File: src/rtl/nor_gate_1bit.sv
// Single-bit NOR leaf gate with a clocked observation stage:
// registered output, edge pulses and a saturating transition count.
module nor_gate_1bit #(
    parameter int unsigned CNT_W = 8
) (
    input  logic             clk,
    input  logic             rst,
    input  logic             a,
    input  logic             b,
    output logic             c,
    output logic             c_q,
    output logic             rise,
    output logic             fall,
    output logic [CNT_W-1:0] toggle_cnt
);

    localparam logic [CNT_W-1:0] CNT_MAX = '1;

    logic             c_d;
    logic             rise_d, rise_q;
    logic             fall_d, fall_q;
    logic [CNT_W-1:0] cnt_d, cnt_q;

    assign c = ~(a | b);

    // c_q doubles as the previous-sample register for edge detection
    always_comb begin
        c_d    = c;
        rise_d = c & ~c_q;
        fall_d = ~c & c_q;
        cnt_d  = cnt_q;
        if ((c != c_q) && (cnt_q != CNT_MAX)) begin
            cnt_d = cnt_q + CNT_W'(1);
        end
    end

    always_ff @(posedge clk or posedge rst) begin
        if (rst) begin
            c_q    <= 1'b0;
            rise_q <= 1'b0;
            fall_q <= 1'b0;
            cnt_q  <= '0;
        end else begin
            c_q    <= c_d;
            rise_q <= rise_d;
            fall_q <= fall_d;
            cnt_q  <= cnt_d;
        end
    end

    assign rise       = rise_q;
    assign fall       = fall_q;
    assign toggle_cnt = cnt_q;

endmodule

File: config.mk
export PLATFORM = sky130hd
export DESIGN_NAME = nor_gate_1bit
export DESIGN_NICKNAME = d
export VERILOG_FILES = /design/src/rtl/nor_gate_1bit.sv
export SDC_FILE = /design/constraint.sdc
export NUM_CORES = 1
export LEC_CHECK = 0
export CORE_AREA = 2 2 39 41
export CTS_CLUSTER_SIZE = 10
export DETAILED_ROUTE_END_ITERATION = 6
export DIE_AREA = 0 0 41 43
export PLACE_DENSITY = 0.79
export REMOVE_ABC_BUFFERS = 1
export SLEW_MARGIN = 20
export SYNTH_ARGS = -nofsm -noshare
export SYNTH_HDL_FRONTEND = slang
export SYNTH_SLANG_ARGS = --single-unit
File: constraint.sdc
create_clock -name clk -period 4.1 [get_ports clk]
set_input_delay 1.23 -clock clk [delete_from_list [all_inputs] [get_ports clk]]
set_output_delay 1.23 -clock clk [all_outputs]
set_load 0.05 [all_outputs]
== Word-level counts from Yosys, hierarchy flattened ==
Cells that the tools add are included.

* Bits in registers: 11
* Output and inout bits: 12
* Word-level logic and storage cells: 13

* Equality and inequality tests: 2
* Add/subtract/negate cells: 1
* Reductions and logical operators: 1
* Bitwise gates (word level): 5

{| class="wikitable"
|+ Operator list
! cell !! number
|-
| adder 8 x 1 -> 8 bit, second input constant || 1
|-
| inequality test 8 bit, second input constant || 1
|-
| bitwise AND 1 bit || 2
|-
| inverter 1 bit || 2
|-
| logical AND 1 bit || 1
|-
| inequality test 1 bit || 1
|-
| bitwise OR 1 bit || 1
|}

== Depth between registers and ports, before layout ==
Gate-level depths: netlist of the first run.

* Depth after elaboration: 4
* Gate-level depth with buffers: 6

== Least setup slack after synthesis of the first run ==
OpenSTA, ideal clock, no wires.

* Kind: input port to output port
* Start: input port b
* End: output port c
* Data arrival time: 1,867 ps
* Buffers on the path: 0
* Slack: 1,003 ps
* Data required time: 2,870 ps
* Stages on the path: 2
* Cell sequence: or2_2 -> inv_1

* Word-level cells in the longest chain between the ends: 2

{| class="wikitable"
|+ RTL lines
! element !! line !! RTL
|-
| start: declaration || 9 || <nowiki>input logic b,</nowiki>
|-
| bitwise OR 1 bit || 24 || <nowiki>assign c = ~(a | b);</nowiki>
|-
| inverter 1 bit || 24 ||
|-
| end: declaration || 10 || <nowiki>output logic c,</nowiki>
|}

No other way between the ends.

== Final worst setup path of the first run ==
Same ends and word-level chain as after synthesis.

==> results of run 1 <==
==> cell usage in the layout, fill, tap and decap left out <==
cell	synthesis	layout
and4_4	1	1
or2_2	1	1
and3_2	1	1
nand3_1	2	2
and4b_1	1	1
mux2_4	1	1
clkbuf_4	0	3
nand2_1	1	1
nand4_1	1	1
dfrtp_1	11	11
and4_2	1	1
and2b_1	1	1
a31oi_1	4	4
clkbuf_1	1	1
buf_12	0	1
a21oi_1	4	4
nor2b_1	3	3
ha_1	3	3
mux2_2	1	1
xor2_1	1	1
clkdlybuf4s50_1	0	14
nor2_1	2	2
inv_1	3	3
and2_1	2	2
a41oi_4	1	1
==> layout make-up <==
type                       count  area [µm²]  area share, %
multi-input combinational     32       256.5          34.22
clock buffer                   4       26.28          3.506
timing repair buffer          15       160.2          21.37
inverter                       3       11.26          1.503
sequential                    11       275.3          36.73
tap                           16       20.02          2.671
==> flip-flops by register name, indices dropped and copies added (netlist names) <==
signal / flops
c_q: 1
fall: 1
rise: 1
toggle_cnt: 8
==> power by group through the flow <==
stage	sequential, W	combinational, W	clock [W]
after floorplan	0.000309	0.0000765	0
after global placement	0.000197	0.000278	0
after detailed placement	0.000199	0.000285	0
after CTS	0.000198	0.000286	0.0000744
after global routing	0.000206	0.000300	0.0000786
final	0.000199	0.000284	0.0000756
==> logic make-up (layout without fill, tap and decap cells) <==
logic type               Yosys count  count (layout)
AND/OR/NAND/NOR                   17              17
flip-flops                        11              11
AO/OA/AOI/OAI                      9               9
buffers and inverters              4              22
adder cells (fa/ha/maj)            3               3
multiplexers                       2               2
XOR/XNOR                           1               1
==> per-layer routing <==
| metal | share of wire (%) | routed length, µm | GRT usage [%] |
|---|---|---|---|
| met1 | 46 | 494 | 18.33 |
| met2 | 49 | 533 | 21.56 |
| met3 | 3.6 | 39 | 1.571 |
| met4 | 1.3 | 14 | 10.00 |
| met5 | 0 | 0 | 0 |
==> worst paths after layout <==
check / end / slack [ns] / cells after the start
max reg2reg: toggle_cnt[1]$_DFFE_PP0P_ / 2.56 / 4
max in group asynchronous: rise$_DFF_PP0_ / 2.57 / 2
min reg2reg: fall$_DFF_PP0_ / 0.54 / 1
min: fall$_DFF_PP0_ / 0.54 / 1
max: c / 0.65 / 4
min in group asynchronous: toggle_cnt[7]$_DFFE_PP0P_ / 1.24 / 2
==> critical path, stage by stage <==
cell and delay [ns]:
clkdlybuf4s50_1 0.39, or2_2 0.31, inv_1 0.13, buf_12 0.15
==> stage by stage <==
stage / worst slack, ns / cell area [µm²]
after floorplan: 1.003 / 543.0
after global placement: 0.6656 / 723.2
after global routing: 0.5995 / 749.5
after CTS: 0.6447 / 749.5
final: 0.6507 / 749.5
after detailed placement: 0.6456 / 723.2
==> Yosys cell counts, types with 2 or more instances <==
master / instances
nor2_1: 2
nor2b_1: 3
a31oi_1: 4
inv_1: 3
a21oi_1: 4
and2_1: 2
ha_1: 3
dfrtp_1: 11
nand3_1: 2
==> flow_summary.toml, run 1 <==
[drt]
ant_nets = 0
vias = 412
dr.pass1.iters = 4
drt_iter0_drc = 10
via_per_inst = 5.086
drt-wirelength-per-cell_um = 13.36
drc_errors = 0
wl_mm = 1.082

[timing]
finalSetupTns_ns = 0
finalCritPeriodShare_pct = 84.13
finalCriticalPeriod_ns = 3.449
rsz0062_at_grt = "no"
worst_pin_slew_ns = 0.4996
timing.final.hold_violations = 0
setup_viol = 0
max_freq_ghz = 0.2899
slew-limit-headroom_pct = 66.59
slew_viol_final = 0
skew_ns = 0.009038
worst_hold_slack_ns = 0.5389

[clock_network]
holdBufCountCts = 0
post_cts_buffers = 0
clk_pin_slew_ns = 0.07
h-tree-depth = 1
clock_sinks = 11
cts_tree = "built"
numCtsBuffers = 3
insertion_delay_ns = 0.27
cts_buffer_depth = 2
cts-resized-gates = 0
root_buffer = "clkbuf_4"

[pwr]
power.total_w = 0.0005577
comb_power_share_pct = 50.8
power.sequential.fraction_pct = 35.6
p_leak_nw = 0.3337
switching_share_pct = 48.21
p_per_area_nw_per_um2 = 744.2
switching_power_w = 0.0002689
ir_worst_vdd_mv = 0.3747
internal_power_w = 0.0002889
clockPowerShare_pct = 13.6

[logic_synthesis]
synth_seq_cells = 11
synthXorXnorAreaFrac_pct = 1.602
synth_edf_count = 0
yosysUniqueCellTypes = 22
ys.flop_type = "dfrtp_1"
synth-compound-area-share_pct = 13.27
synth_area_um2 = 546.8
synth_top_cell_area_share_pct = 50.34
synth_top_family_by_area = "simple AND/OR/NAND/NOR gates"
yosysWarnings = 0
async_flop_share_pct = 100.0
synth_top_area_cell = "dfrtp_1"
synth_area_leaders = "dfrtp_1 (50%), ha_1 (6.9%), a41oi_4 (5.0%), a31oi_1 (4.6%), a21oi_1 (3.7%)"
synth.avg_cell_area_um2 = 11.63
synth_mux_area_share_pct = 4.805
synth_cells = 47
synth-simple-area-share_pct = 20.37
synth_fa_ha_area_share_pct = 6.865
ys_seq_area_share_pct = 50.34

[final_layout]
num-fill-cells = 130
drive_above_1_share_pct = 16.92
utilization_pct = 54.16
fin_nets = 73
diodes = 0
area_growth_pct = 37.07
finalNonFillerCells = 81

[placed_design]
place_hpwl_um = 833.2
gp_congestion = 0.7266
dp_cells = 77
io_buffers = 15

[floorplan]
die_area_um2 = 1763
fp.dieW_um = 41
num_rows = 14
core_area_um2 = 1384
ios = 16
die_h_um = 43
start_util_pct = 39.51

[worst_setup_path]
r2r_start = "toggle_cnt[0]$_DFFE_PP0P_"
arrival_ns = 2.22
cp_data_required_time_ns = 2.87
cp_max_fo = 3
startpoint_type = "primary input"
critPathKind = "in2out"
critPathLaunch = "b"
endpoint_kind = "output pin"

[global_route]
grt_pass1_wl_mm = 1.662
grt-ovfl-total = 0
grt_usage_pct = 14.42
antenna_found_initial = 0
grt_pass1_vias = 401
grt_max_degree = 12

[hold_path]
worstHoldStart = "c_q$_DFF_PP0_"
hold_class = "reg2reg"

[flow_run]
maxCapViolCount = 0

[run_status]
status = "complete, no violations"
No activity file was read; power rests on OpenSTA's default activity.
==> inputs of run 2 (changes only) <==
--- a/config.mk
+++ b/config.mk
@@ -5,10 +5,10 @@
 export SDC_FILE = /design/constraint.sdc
 export NUM_CORES = 1
 export LEC_CHECK = 0
-export CORE_AREA = 2 2 39 41
+export CORE_MARGIN = 2
+export CORE_UTILIZATION = 39
 export CTS_CLUSTER_SIZE = 10
 export DETAILED_ROUTE_END_ITERATION = 6
-export DIE_AREA = 0 0 41 43
 export PLACE_DENSITY = 0.79
 export REMOVE_ABC_BUFFERS = 1
 export SLEW_MARGIN = 20
==> constraint.sdc (replaced) <==
create_clock -name clk -period 2.9 [get_ports clk]
set_input_delay 0.87 -clock clk [delete_from_list [all_inputs] [get_ports clk]]
set_output_delay 0.87 -clock clk [all_outputs]
set_load 0.05 [all_outputs]
==> run 2 against run 1 <==
Against the previous run:
- flip-flop and latch count is the same
- combinational power grew 40%
- global-route usage fell by 1.1 points
- sequential power up 41%
- first-iteration DRC count fell by 60%
- worst hold slack got worse by 0.0016 ns
- critical path type unchanged
- critical endpoint unchanged
==> flow_summary.toml, run 2 (synthesis gave the netlist of run 1 again) <==
[global_route]
antenna_found_initial = 0
grt_pass1_vias = 379
grt_usage_pct = 13.36
grt-ovfl-total = 0
grt_max_degree = 12
grt_pass1_wl_mm = 1.725

[pwr]
power.total_w = 0.0007872
p_per_area_nw_per_um2 = 1052
p_leak_nw = 0.3337
ir_worst_vdd_mv = 0.7169

[drt]
dr.pass1.iters = 3
vias = 413
ant_nets = 0
met3_length_um = 52
via_per_inst = 5.163
wl_mm = 1.024
drt_iter0_drc = 4
top_layer = "met4"
drc_errors = 0
wl_met2_um = 446
drt-wirelength-per-cell_um = 12.80
wl_met1_um = 505

[hold_path]
hold_class = "reg2reg"
worstHoldStart = "toggle_cnt[0]$_DFFE_PP0P_"

[clock_network]
holdBufCountCts = 0
clock_sinks = 11
root_buffer = "clkbuf_4"
clk_pin_slew_ns = 0.07
numCtsBuffers = 3
cts_tree = "built"
cts-resized-gates = 0
insertion_delay_ns = 0.27
post_cts_buffers = 0
cts_buffer_depth = 2
h-tree-depth = 1

[final_layout]
fin_area_um2 = 748.2
diodes = 0
area_growth_pct = 36.84
drive_above_1_share_pct = 16.92
finalNonFillerCells = 80
largest_reg_flops = 8
final_cell_mix = "clkdlybuf4s50_1 (14), dfrtp_1 (11), a21oi_1 (4), a31oi_1 (4)"
mostFrequentLayoutCell = "clkdlybuf4s50_1"
fin_nets = 73

[worst_setup_path]
endpoint_kind = "output pin"
critPathKind = "in2out"
startpoint_type = "primary input"
cp_data_required_time_ns = 2.03
r2r_start = "toggle_cnt[0]$_DFFE_PP0P_"
arrival_ns = 1.89
cp_max_fo = 3
critPathLaunch = "b"

[timing]
slew-limit-headroom_pct = 66.80
max_freq_ghz = 0.3625
skew_ns = 0.003352
rsz0062_at_grt = "no"
finalCriticalPeriod_ns = 2.758
finalSetupTns_ns = 0
worst_pin_slew_ns = 0.4964
timing.final.hold_violations = 0
setup_viol = 0
finalCritPeriodShare_pct = 95.12
slew_viol_final = 0

[floorplan]
ios = 16
die_h_um = 41.45
start_util_pct = 42.02
fp.dieW_um = 41.45
num_rows = 13
die_area_um2 = 1718
core_area_um2 = 1301

[placed_design]
dp_cells = 76
place_hpwl_um = 755.9
gp_congestion = 0.7443
dpl_cell_area_um2 = 721.9
io_buffers = 15

[run_status]
status = "complete, no violations"

[flow_run]
maxCapViolCount = 0
-- run 2: cell counts in the layout (fill, tap and decap cells not counted) --
Identical to the previous run, type by type.
-- run 2: metrics by stage --
| stage | setup slack, ns | hold slack [ns] | utilization, % |
|---|---|---|---|
| 6_report | 0.1417 | 0.5373 | 57.50 |
| 5_1_grt | 0.08840 | 0.5473 | 57.50 |
| 4_1_cts | 0.1315 | 0.5332 | 57.50 |
| 3_5_place_dp | 0.1317 | 0.5166 | 55.48 |
| 3_3_place_gp | 0.1854 | 0.5155 | 55.48 |
| 2_1_floorplan | 0.5233 | 0.7224 | - |
-- run 2: layout make-up --
class                      count  area [µm²]
clock buffer                   4       26.28
inverter                       3       11.26
fill                         116       553.0
sequential                    11       275.3
tap                           15       18.77
multi-input combinational     32       256.5
timing repair buffer          15       160.2
-- run 2: critical path, stage by stage --
cell             delay [ns]
clkdlybuf4s50_1        0.41
or2_2                  0.31
inv_1                  0.14
buf_12                 0.15
-- run 2: per-layer routing --
layer  global-route usage, %  up-vias
li1                        -      202
met1                   19.55      194
met2                   18.13       13
met3                   3.913        4
met4                   5.806        0
met5                       0        -
-- run 2: worst paths after layout --
check	end	slack (ns)	cells past startpoint
setup reg to reg	toggle_cnt[1]$_DFFE_PP0P_	1.35	4
setup / recovery	c	0.14	4
hold reg to reg	toggle_cnt[0]$_DFFE_PP0P_	0.54	1
max in group asynchronous	toggle_cnt[5]$_DFFE_PP0P_	1.74	2
hold / removal	toggle_cnt[0]$_DFFE_PP0P_	0.54	1
min in group asynchronous	toggle_cnt[6]$_DFFE_PP0P_	0.87	2
-- run 2: where the power goes --
group	internal [W]	leakage (nW)	switching, W
Combinational	0.000153	0.181	0.000246
Clock	0.0000533	0.0150	0.0000553
Sequential	0.000202	0.138	0.0000777
Total	0.000408	0.334	0.000379
